$ cat src/rtl/mas_alu_arbiter_if.sv
// Client request/response channels and the shared ALU port pair of mas_alu_arbiter.
// Operand and command buses pack client i at bits [i*W +: W].
`ifndef MAS_BLEN
`define MAS_BLEN 16
`endif
`ifndef MAS_CMDW
`define MAS_CMDW 4
`endif

interface mas_alu_arbiter_if #(
    parameter int NREQ = 4
);
    logic [NREQ-1:0]             cli_req_vld;
    logic [NREQ-1:0]             cli_req_rdy;
    logic [NREQ*`MAS_CMDW-1:0]   cli_cmd;
    logic [NREQ*`MAS_BLEN-1:0]   cli_op1;
    logic [NREQ*`MAS_BLEN-1:0]   cli_op2;
    logic [NREQ-1:0]             cli_rsp_vld;
    logic [NREQ-1:0]             cli_rsp_rdy;
    logic [`MAS_BLEN-1:0]        cli_rsp_res;
    logic                        cli_rsp_err;
    logic                        mas_alu_req;
    logic [`MAS_CMDW-1:0]        mas_alu_cmd;
    logic [`MAS_BLEN-1:0]        mas_alu_op1;
    logic [`MAS_BLEN-1:0]        mas_alu_op2;
    logic                        mas_alu_ready;
    logic [`MAS_BLEN-1:0]        mas_alu_res;
    logic                        arb_busy;

    modport slave (
        input  cli_req_vld, cli_cmd, cli_op1, cli_op2, cli_rsp_rdy,
        input  mas_alu_ready, mas_alu_res,
        output cli_req_rdy, cli_rsp_vld, cli_rsp_res, cli_rsp_err,
        output mas_alu_req, mas_alu_cmd, mas_alu_op1, mas_alu_op2, arb_busy
    );

    modport master (
        output cli_req_vld, cli_cmd, cli_op1, cli_op2, cli_rsp_rdy,
        output mas_alu_ready, mas_alu_res,
        input  cli_req_rdy, cli_rsp_vld, cli_rsp_res, cli_rsp_err,
        input  mas_alu_req, mas_alu_cmd, mas_alu_op1, mas_alu_op2, arb_busy
    );
endinterface

$ cat src/rtl/mas_alu_arbiter.sv
// Round-robin arbiter sharing one ALU between NREQ clients, one transaction at a time,
// with a saturating timeout on the ALU ready handshake.
`ifndef MAS_BLEN
`define MAS_BLEN 16
`endif
`ifndef MAS_CMDW
`define MAS_CMDW 4
`endif

module mas_alu_arbiter #(
    parameter int NREQ    = 4,
    parameter int TIMEOUT = 64
) (
    input  logic             clk,
    input  logic             rst_n,
    mas_alu_arbiter_if.slave bus
);
    localparam int PW        = (NREQ > 1) ? $clog2(NREQ) : 1;
    localparam int CW        = (TIMEOUT > 0) ? $clog2(TIMEOUT + 1) : 1;
    localparam int BL        = `MAS_BLEN;
    localparam int CMW       = `MAS_CMDW;
    localparam int TO_LAST_I = (TIMEOUT > 0) ? TIMEOUT - 1 : 0;
    localparam logic [CW-1:0]   TO_LAST = CW'(TO_LAST_I);
    localparam logic [NREQ-1:0] LSB_ONE = {{(NREQ-1){1'b0}}, 1'b1};

    typedef enum logic [1:0] {
        ST_IDLE  = 2'd0,
        ST_ISSUE = 2'd1,
        ST_RESP  = 2'd2
    } state_t;

    state_t          state_r;
    logic [PW-1:0]   last_gnt_r;
    logic [PW-1:0]   gnt_idx_r;
    logic [CMW-1:0]  cmd_hold_r;
    logic [BL-1:0]   op1_hold_r;
    logic [BL-1:0]   op2_hold_r;
    logic [BL-1:0]   res_r;
    logic            err_r;
    logic [CW-1:0]   cnt_r;
    logic            alu_req_r;
    logic [NREQ-1:0] rsp_vld_r;
    logic            busy_r;

    logic [PW-1:0]   win_s;
    logic [PW-1:0]   idx_s;
    logic            any_s;

    // Round-robin winner: first valid client after last_gnt, wrapping to 0
    always_comb begin
        win_s = last_gnt_r;
        idx_s = last_gnt_r;
        any_s = 1'b0;
        for (int k = 1; k <= NREQ; k++) begin
            idx_s = PW'((int'(last_gnt_r) + k) % NREQ);
            win_s = (!any_s && bus.cli_req_vld[idx_s]) ? idx_s : win_s;
            any_s = any_s | bus.cli_req_vld[idx_s];
        end
    end

    // Accept is the only combinational output so a client is taken in the cycle it wins
    assign bus.cli_req_rdy = (state_r == ST_IDLE && any_s) ? (LSB_ONE << win_s) : '0;
    assign bus.mas_alu_req = alu_req_r;
    assign bus.mas_alu_cmd = cmd_hold_r;
    assign bus.mas_alu_op1 = op1_hold_r;
    assign bus.mas_alu_op2 = op2_hold_r;
    assign bus.cli_rsp_vld = rsp_vld_r;
    assign bus.cli_rsp_res = res_r;
    assign bus.cli_rsp_err = err_r;
    assign bus.arb_busy    = busy_r;

    // Transaction FSM with grant bookkeeping, holding registers and registered outputs
    always_ff @(posedge clk or negedge rst_n) begin
        if (!rst_n) begin
            state_r    <= ST_IDLE;
            last_gnt_r <= PW'(NREQ - 1);
            gnt_idx_r  <= '0;
            cmd_hold_r <= '0;
            op1_hold_r <= '0;
            op2_hold_r <= '0;
            res_r      <= '0;
            err_r      <= 1'b0;
            cnt_r      <= '0;
            alu_req_r  <= 1'b0;
            rsp_vld_r  <= '0;
            busy_r     <= 1'b0;
        end else begin
            case (state_r)
                ST_IDLE: begin
                    if (any_s) begin
                        state_r    <= ST_ISSUE;
                        gnt_idx_r  <= win_s;
                        cmd_hold_r <= bus.cli_cmd[win_s*CMW +: CMW];
                        op1_hold_r <= bus.cli_op1[win_s*BL +: BL];
                        op2_hold_r <= bus.cli_op2[win_s*BL +: BL];
                        cnt_r      <= '0;
                        alu_req_r  <= 1'b1;
                        busy_r     <= 1'b1;
                    end
                end
                ST_ISSUE: begin
                    if (bus.mas_alu_ready) begin
                        res_r     <= bus.mas_alu_res;
                        err_r     <= 1'b0;
                        alu_req_r <= 1'b0;
                        rsp_vld_r <= LSB_ONE << gnt_idx_r;
                        state_r   <= ST_RESP;
                    end else if ((TIMEOUT != 0) && (cnt_r == TO_LAST)) begin
                        res_r     <= '0;
                        err_r     <= 1'b1;
                        alu_req_r <= 1'b0;
                        rsp_vld_r <= LSB_ONE << gnt_idx_r;
                        state_r   <= ST_RESP;
                    end else if (cnt_r != '1) begin
                        cnt_r <= cnt_r + 1'b1;
                    end
                end
                ST_RESP: begin
                    // Only the owning client's accept ends the transaction
                    if (bus.cli_rsp_rdy[gnt_idx_r]) begin
                        state_r    <= ST_IDLE;
                        last_gnt_r <= gnt_idx_r;
                        rsp_vld_r  <= '0;
                        busy_r     <= 1'b0;
                    end
                end
                default: begin
                    state_r   <= ST_IDLE;
                    alu_req_r <= 1'b0;
                    rsp_vld_r <= '0;
                    busy_r    <= 1'b0;
                end
            endcase
        end
    end
endmodule
$ cat src/flat_wrapper.sv
// flat-port wrapper written by rule: the top's interface ports become plain ports
module mas_alu_arbiter_flat 
#(
    parameter int NREQ    = 4,
    parameter int TIMEOUT = 64
)
  (clk, rst_n, bus_cli_req_vld, bus_cli_cmd, bus_cli_op1, bus_cli_op2, bus_cli_rsp_rdy, bus_mas_alu_ready, bus_mas_alu_res, bus_cli_req_rdy, bus_cli_rsp_vld, bus_cli_rsp_res, bus_cli_rsp_err, bus_mas_alu_req, bus_mas_alu_cmd, bus_mas_alu_op1, bus_mas_alu_op2, bus_arb_busy);
  mas_alu_arbiter_if #(.NREQ(NREQ)) bus_i ();
  input  logic clk;
  input  logic rst_n;
  input wire logic [$bits(bus_i.cli_req_vld)-1:0] bus_cli_req_vld;
  input wire logic [$bits(bus_i.cli_cmd)-1:0] bus_cli_cmd;
  input wire logic [$bits(bus_i.cli_op1)-1:0] bus_cli_op1;
  input wire logic [$bits(bus_i.cli_op2)-1:0] bus_cli_op2;
  input wire logic [$bits(bus_i.cli_rsp_rdy)-1:0] bus_cli_rsp_rdy;
  input wire logic [$bits(bus_i.mas_alu_ready)-1:0] bus_mas_alu_ready;
  input wire logic [$bits(bus_i.mas_alu_res)-1:0] bus_mas_alu_res;
  output wire logic [$bits(bus_i.cli_req_rdy)-1:0] bus_cli_req_rdy;
  output wire logic [$bits(bus_i.cli_rsp_vld)-1:0] bus_cli_rsp_vld;
  output wire logic [$bits(bus_i.cli_rsp_res)-1:0] bus_cli_rsp_res;
  output wire logic [$bits(bus_i.cli_rsp_err)-1:0] bus_cli_rsp_err;
  output wire logic [$bits(bus_i.mas_alu_req)-1:0] bus_mas_alu_req;
  output wire logic [$bits(bus_i.mas_alu_cmd)-1:0] bus_mas_alu_cmd;
  output wire logic [$bits(bus_i.mas_alu_op1)-1:0] bus_mas_alu_op1;
  output wire logic [$bits(bus_i.mas_alu_op2)-1:0] bus_mas_alu_op2;
  output wire logic [$bits(bus_i.arb_busy)-1:0] bus_arb_busy;
  assign bus_i.cli_req_vld = bus_cli_req_vld;
  assign bus_i.cli_cmd = bus_cli_cmd;
  assign bus_i.cli_op1 = bus_cli_op1;
  assign bus_i.cli_op2 = bus_cli_op2;
  assign bus_i.cli_rsp_rdy = bus_cli_rsp_rdy;
  assign bus_i.mas_alu_ready = bus_mas_alu_ready;
  assign bus_i.mas_alu_res = bus_mas_alu_res;
  assign bus_cli_req_rdy = bus_i.cli_req_rdy;
  assign bus_cli_rsp_vld = bus_i.cli_rsp_vld;
  assign bus_cli_rsp_res = bus_i.cli_rsp_res;
  assign bus_cli_rsp_err = bus_i.cli_rsp_err;
  assign bus_mas_alu_req = bus_i.mas_alu_req;
  assign bus_mas_alu_cmd = bus_i.mas_alu_cmd;
  assign bus_mas_alu_op1 = bus_i.mas_alu_op1;
  assign bus_mas_alu_op2 = bus_i.mas_alu_op2;
  assign bus_arb_busy = bus_i.arb_busy;
  mas_alu_arbiter #(.NREQ(NREQ), .TIMEOUT(TIMEOUT)) u_core (.clk(clk), .rst_n(rst_n), .bus(bus_i));
endmodule
$ cat config.mk
export PLATFORM = sky130hd
export DESIGN_NAME = mas_alu_arbiter_flat
export DESIGN_NICKNAME = d
export VERILOG_FILES = /design/src/rtl/mas_alu_arbiter_if.sv /design/src/rtl/mas_alu_arbiter.sv /design/src/flat_wrapper.sv
export SDC_FILE = /design/constraint.sdc
export NUM_CORES = 1
export LEC_CHECK = 0
export CORE_MARGIN = 1.5
export CORE_UTILIZATION = 35
export CTS_CLUSTER_SIZE = 14
export DETAILED_ROUTE_END_ITERATION = 10
export PLACE_DENSITY = 0.77
export SYNTH_ARGS = -nofsm -noshare
export SYNTH_HDL_FRONTEND = slang
export SYNTH_SLANG_ARGS = --single-unit
$ cat constraint.sdc
create_clock -name clk -period 1.9 [get_ports clk]
set_input_delay 0.285 -clock clk [delete_from_list [all_inputs] [get_ports clk]]
set_output_delay 0.285 -clock clk [all_outputs]
set_load 0.02 [all_outputs]
==> results.cfg, run 1 <==
[outcome]
status = finished, violations left
violations = setup timing

[synth]
ys_warn_count = 0
netlist_instances = 432
ys.flop_type = dfrtp_1
synth_seq_cells = 72
synth_area_sq_um = 4150
synth_fp_nets = 604
synth-async-reset-ratio = 1.00
synth.avg_cell_area_sq_um = 9.61
synth_edf_count = 0
synth-seq-area-share = 0.435
synth_cell_type_count = 38

[global_route]
track_usage = 0.263
overflow = 0
grt_pass1_vias = 5222
use_met2 = 0.478
antenna_found_initial = 0
grt_pass1_wl_um = 26500
met3_usage = 0.0523
busiest_layer = met2
use_met1 = 0.301
grt_start_max_net_pins = 42

[clock_tree]
htree_levels = 3
insertion_delay_ps = 320
tritoncts = yes
cts.sinks = 72
cts_buffers = 9
root_buffer = clkbuf_16
clkTransAtPathRegs_ps = 70
ctsLongestPathBuffers = 2

[timing]
slew_headroom = 0.640
finClkSkew_ps = 7.56
fmax_mhz = 470
max_slew.worst_pin.slew_ps = 541
rsz0062_at_grt = true
fin_ws_ps = -226
setup_viol = 40
hold_violations = 0
fin_crit_sh = 1.12
min_period_ps = 2130
setup_tns_ps = -5490
slew_violations = 0

[floorplan]
io_pins = 234
rows = 39
die_w_um = 112
die-area_sq_um = 12500
die_height_um = 112
core_area_sq_um = 11500
initial_core_util = 0.362

[cells_and_area]
num_antenna_cells = 0
stdcell_area_sq_um = 7820
area.growth.synth_to_final_pct = 88.5
final_common_cell = clkdlybuf4s50_1
final_cell_mix = 224 x clkdlybuf4s50_1, 70 x dfrtp_1, 64 x a211oi_2
drive_above_1_share = 0.253
nets = 850

[drt]
route.vias.total = 4960
drtIter0Drc = 413
routed_wl_um = 17300
first_pass_iters = 4
antenna_left = 0
viasPerCell = 6.00
routedWlPerCell_um = 20.9
drc = 0

[hold_path]
worst_hold_path_type = input port to async pin

[power_and_ir_drop]
clock_power_share = 0.162
netSwitchingPower_mw = 5.32
seqPwrFrac = 0.218
pwr-share-comb = 0.621
vdd_drop_max_uv = 1490
power_mw = 12.4
intPower_mw = 7.04
cellPowerDensity_nw_per_um2 = 1580
switching_share = 0.431
power.leakage_nw = 2.90

[placed_design]
place_ws_ps = -808
place_congestion = 0.857
dp_hpwl_um = 11000
dpl_cell_area_sq_um = 6810
portBuffers = 233

[setup_path]
critPathArrivalTime_ps = 1840
path_delay_family = simple AND/OR/NAND/NOR gates
worstSetupPathType = register to primary output
slowest_delay_ps = 580
path_cells = nand2b_4, a21oi_2, or3_4, nor2_4, buf_6
timing.rr.end = u_core.bus.mas_alu_op1[13]
worst-path-buf-inv = 1
cp_data_required_time_ps = 1620
worstSetupStartpointType = register
end_kind = primary output
rrSetupSlack_ps = -200
ff2ff_path_depth = 6
rr_startpoint = u_core.last_gnt_r[0]
critPathSlowestCell = dfstp_2
worstPathMaxFanout = 4

[flow_run]
drv_cap = 0
## cells in the mapped netlist (all sizes together) (3+ instances only)
| master | count | area [sq um] |
|---|---|---|
| a211oi | 72 | 576 |
| a21oi | 6 | 33.8 |
| a22o | 17 | 149 |
| and2 | 4 | 25.0 |
| and3 | 3 | 18.8 |
| buf | 17 | 93.8 |
| clkbuf | 27 | 101 |
| dfrtp | 70 | 1750 |
| mux2 | 7 | 78.8 |
| nand2 | 10 | 37.5 |
| nand2b | 4 | 25.0 |
| nor2 | 53 | 199 |
| nor2b | 4 | 25.0 |
| nor3 | 39 | 195 |
| nor4 | 37 | 231 |
| o21ai | 3 | 15.0 |
| o32a | 36 | 360 |
| or3 | 3 | 23.8 |
| xor2 | 3 | 26.3 |
## routing by layer
layer / vias up / part of all wire
li1: 2200 / -
met1: 2453 / 0.38
met2: 262 / 0.52
met3: 45 / 0.071
met4: 0 / 0.026
met5: - / 0
## cell type report
class / count / area, sq um
fillers: 856 / 3640
repair buffers: 279 / 2820
multi-input cells: 315 / 2660
flip-flops and latches: 72 / 1800
clock buffers: 9 / 225
well taps: 143 / 179
clock inverters: 7 / 126
inverters: 1 / 3.75
## cell families after synthesis
family / synth area share
adders and majority gates: 0.00301
DFF: 0.435
and+or+nand+nor: 0.200
AOI/OAI and AO/OA: 0.281
buffers and inverters: 0.0479
xor gates and xnor gates: 0.00844
muxes: 0.0244
## per-stage QoR
step                hold WS (ps)  cells   util
global route                 518    826  0.682
CTS                          496    820  0.662
floorplan                  -10.6    432      -
detailed placement           305    798  0.594
finish                       478    826  0.682
global placement             302    798  0.594
## worst max path at each step
stage	start	end	slack, ps	depth (start not counted)
global route	u_core.last_gnt_r[0]	bus_cli_req_rdy[0]	-250	5
finish	u_core.last_gnt_r[0]	bus_cli_req_rdy[0]	-230	5
CTS	u_core.last_gnt_r[0]	bus_cli_req_rdy[0]	-190	5
detailed placement	bus_cli_req_vld[3]	bus_cli_req_rdy[2]	-810	6
floorplan	u_core.state_r[1]	bus_cli_req_rdy[2]	-120	7
global placement	bus_cli_req_vld[3]	bus_cli_req_rdy[2]	-780	6
## state kept, by name, summed over array words and instances, names as in the netlist
signal / count
u_core.state_r: 2
u_core.gnt_idx_r: 2
u_core.bus.cli_rsp_res: 16
u_core.bus.arb_busy: 1
u_core.bus.mas_alu_req: 1
u_core.bus.mas_alu_cmd: 4
u_core.bus.mas_alu_op2: 16
u_core.bus.cli_rsp_vld: 4
u_core.bus.mas_alu_op1: 16
u_core.cnt_r: 7
u_core.last_gnt_r: 2
u_core.bus.cli_rsp_err: 1
## power groups by stage
stage               registers (mW)  clock network [mW]  logic (mW)
finish                        2.69                2.00        7.67
global route                  2.76                2.09        8.11
CTS                           2.68                2.03        7.12
detailed placement            2.68                   0        6.42
global placement              2.65                   0        6.32
floorplan                     3.39                   0        2.99
## timing repair
item / in CTS / in global routing
pin swaps: 20 / 31
buffers inserted: 4 / 4
hold endpoints to repair: 37 / 0
setup endpoints to repair: 45 / 46
cloned: 1 / 2
resized for setup: 104 / 31
hold buffers: 1 / 0
No activity file was read; power rests on OpenSTA's default activity.
==> run 2: changes to the inputs <==
--- a/config.mk
+++ b/config.mk
@@ -5,11 +5,13 @@
 export SDC_FILE = /design/constraint.sdc
 export NUM_CORES = 1
 export LEC_CHECK = 0
+export CELL_PAD_IN_SITES_DETAIL_PLACEMENT = 1
+export CELL_PAD_IN_SITES_GLOBAL_PLACEMENT = 1
 export CORE_MARGIN = 1.5
-export CORE_UTILIZATION = 35
+export CORE_UTILIZATION = 25
 export CTS_CLUSTER_SIZE = 14
 export DETAILED_ROUTE_END_ITERATION = 10
-export PLACE_DENSITY = 0.77
+export PLACE_DENSITY_LB_ADDON = 0.1
 export SYNTH_ARGS = -nofsm -noshare
 export SYNTH_HDL_FRONTEND = slang
 export SYNTH_SLANG_ARGS = --single-unit
==> results.cfg, run 2 (synthesized netlist as in run 1, its figures left out) <==
[drt]
antenna_left = 0
routed_wl_um = 20500
drtIter0Drc = 170
route.vias.total = 4873
viasPerCell = 5.35
routedWlPerCell_um = 22.6
drc = 0
first_pass_iters = 4

[cells_and_area]
nFillCells = 1686
num_antenna_cells = 0
fin_cells = 910
final_common_cell = clkdlybuf4s50_1
nets = 861
area.growth.synth_to_final_pct = 97.9
drive_above_1_share = 0.284
final_cell_mix = 224 x clkdlybuf4s50_1, 70 x dfrtp_1, 59 x a211oi_2

[timing]
slew_headroom = 0.585
fin_crit_sh = 1.16
setup_tns_ps = -6250
rsz0062_at_grt = true
min_period_ps = 2200
setup_viol = 40
slew_violations = 0
fmax_mhz = 454
hold_violations = 0
finClkSkew_ps = 11.5
fin_ws_ps = -302
max_slew.worst_pin.slew_ps = 622

[global_route]
overflow = 0
track_usage = 0.212
antenna_found_initial = 0
grt_pass1_vias = 5218
grt_pass1_wl_um = 29100
grt_start_max_net_pins = 45

[power_and_ir_drop]
vdd_drop_max_uv = 1020
cellPowerDensity_nw_per_um2 = 1580
power.leakage_nw = 3.00

[clock_tree]
tritoncts = yes
root_buffer = clkbuf_16
insertion_delay_ps = 350
cts_buffers = 9
clkTransAtPathRegs_ps = 70
ctsLongestPathBuffers = 2
htree_levels = 3
cts.sinks = 72

[floorplan]
initial_core_util = 0.258
rows = 46
core_area_sq_um = 16100
die_w_um = 132
io_pins = 234
die-area_sq_um = 17400
die_height_um = 132

[setup_path]
cp_data_required_time_ps = 2110
end_kind = register
worstPathMaxFanout = 8
critPathArrivalTime_ps = 2410
worstSetupStartpointType = register
worstSetupPathType = register to register

[outcome]
status = finished, violations left
violations = setup timing

[flow_run]
drv_cap = 0

[placed_design]
place_congestion = 0.774
place_ws_ps = -844
dp_hpwl_um = 12900
portBuffers = 233
dp_cells = 871

[hold_path]
worst_hold_path_type = input port to async pin
## run 2: cell types whose count changed in the layout (fill, tap and decap cells not counted), sizes merged
cell      delta
clkinvlp     +1
buf         +10
clkbuf       +1
clkinv       +1
bufinv       -3
inv          +1
## run 2: power breakdown
part,leakage [nW],internal (mW),total (mW),switching (mW)
Clock,0.135,0.909,1.67,0.756
Sequential,0.860,2.26,2.68,0.417
Combinational,2.00,4.01,8.66,4.65
Total,3.00,7.18,13.0,5.82
## run 2: worst paths after layout
check                                      from                          to  slack [ps]  cells past startpoint
hold reg to reg                 u_core.cnt_r[6]             u_core.cnt_r[6]         490                      1
hold / removal                            rst_n   u_core.bus.mas_alu_op2[9]         420                      2
min in group clk                u_core.cnt_r[6]             u_core.cnt_r[6]         490                      1
setup reg to reg           u_core.last_gnt_r[0]  u_core.bus.mas_alu_op2[14]        -300                     10
setup / recovery           u_core.last_gnt_r[0]  u_core.bus.mas_alu_op2[14]        -300                     10
max in group asynchronous                 rst_n        u_core.last_gnt_r[0]         840                      3
## run 2: timing repair
item                                    4_1_cts  5_1_grt
endpoints found under the setup margin       46       46
resized for setup                            52      125
pin swaps                                     9       50
hold buffers                                  1        0
setup buffers                                 2       12
endpoints found under the hold margin        28        0
gates cloned                                  0        8
## run 2: layout make-up
cell class,instances,area [sq um],area share
multi-input cells,315,2800,0.341
flip-flops and latches,72,1800,0.220
clock inverters,7,61.3,0.00747
inverters,1,3.75,0.000457
well taps,216,270,0.0329
clock buffers,9,225,0.0274
repair buffers,290,3040,0.371
## run 2: worst max-delay path, cell delays in order (launching register included)
cell and delay (ps):
dfstp_2 570, nor2b_4 50, o21a_1 200, buf_6 130, nor3_4 190, buf_6 160
buf_6 100, buf_6 110, clkbuf_16 150, nor3_2 60, nor4_1 350
## run 2: metal layers
layer  track usage  vias up  wire length [um]
met5             0        -                 0
met4        0.0599        0               464
met3        0.0607       26              1270
met2         0.382      168             10800
met1         0.244     2457              8010
li1              -     2222                 -
## run 2: per-stage QoR
| step | hold slack [ps] | area (sq um) | power, mW | util |
|---|---|---|---|---|
| global route | 444 | 8210 | 13.7 | 0.511 |
| floorplan | -10.6 | 4220 | 6.38 | - |
| detailed placement | 261 | 6900 | 9.36 | 0.430 |
| finish | 422 | 8210 | 13.0 | 0.511 |
| global placement | 262 | 6900 | 9.22 | 0.430 |
| CTS | 433 | 7320 | 11.3 | 0.456 |
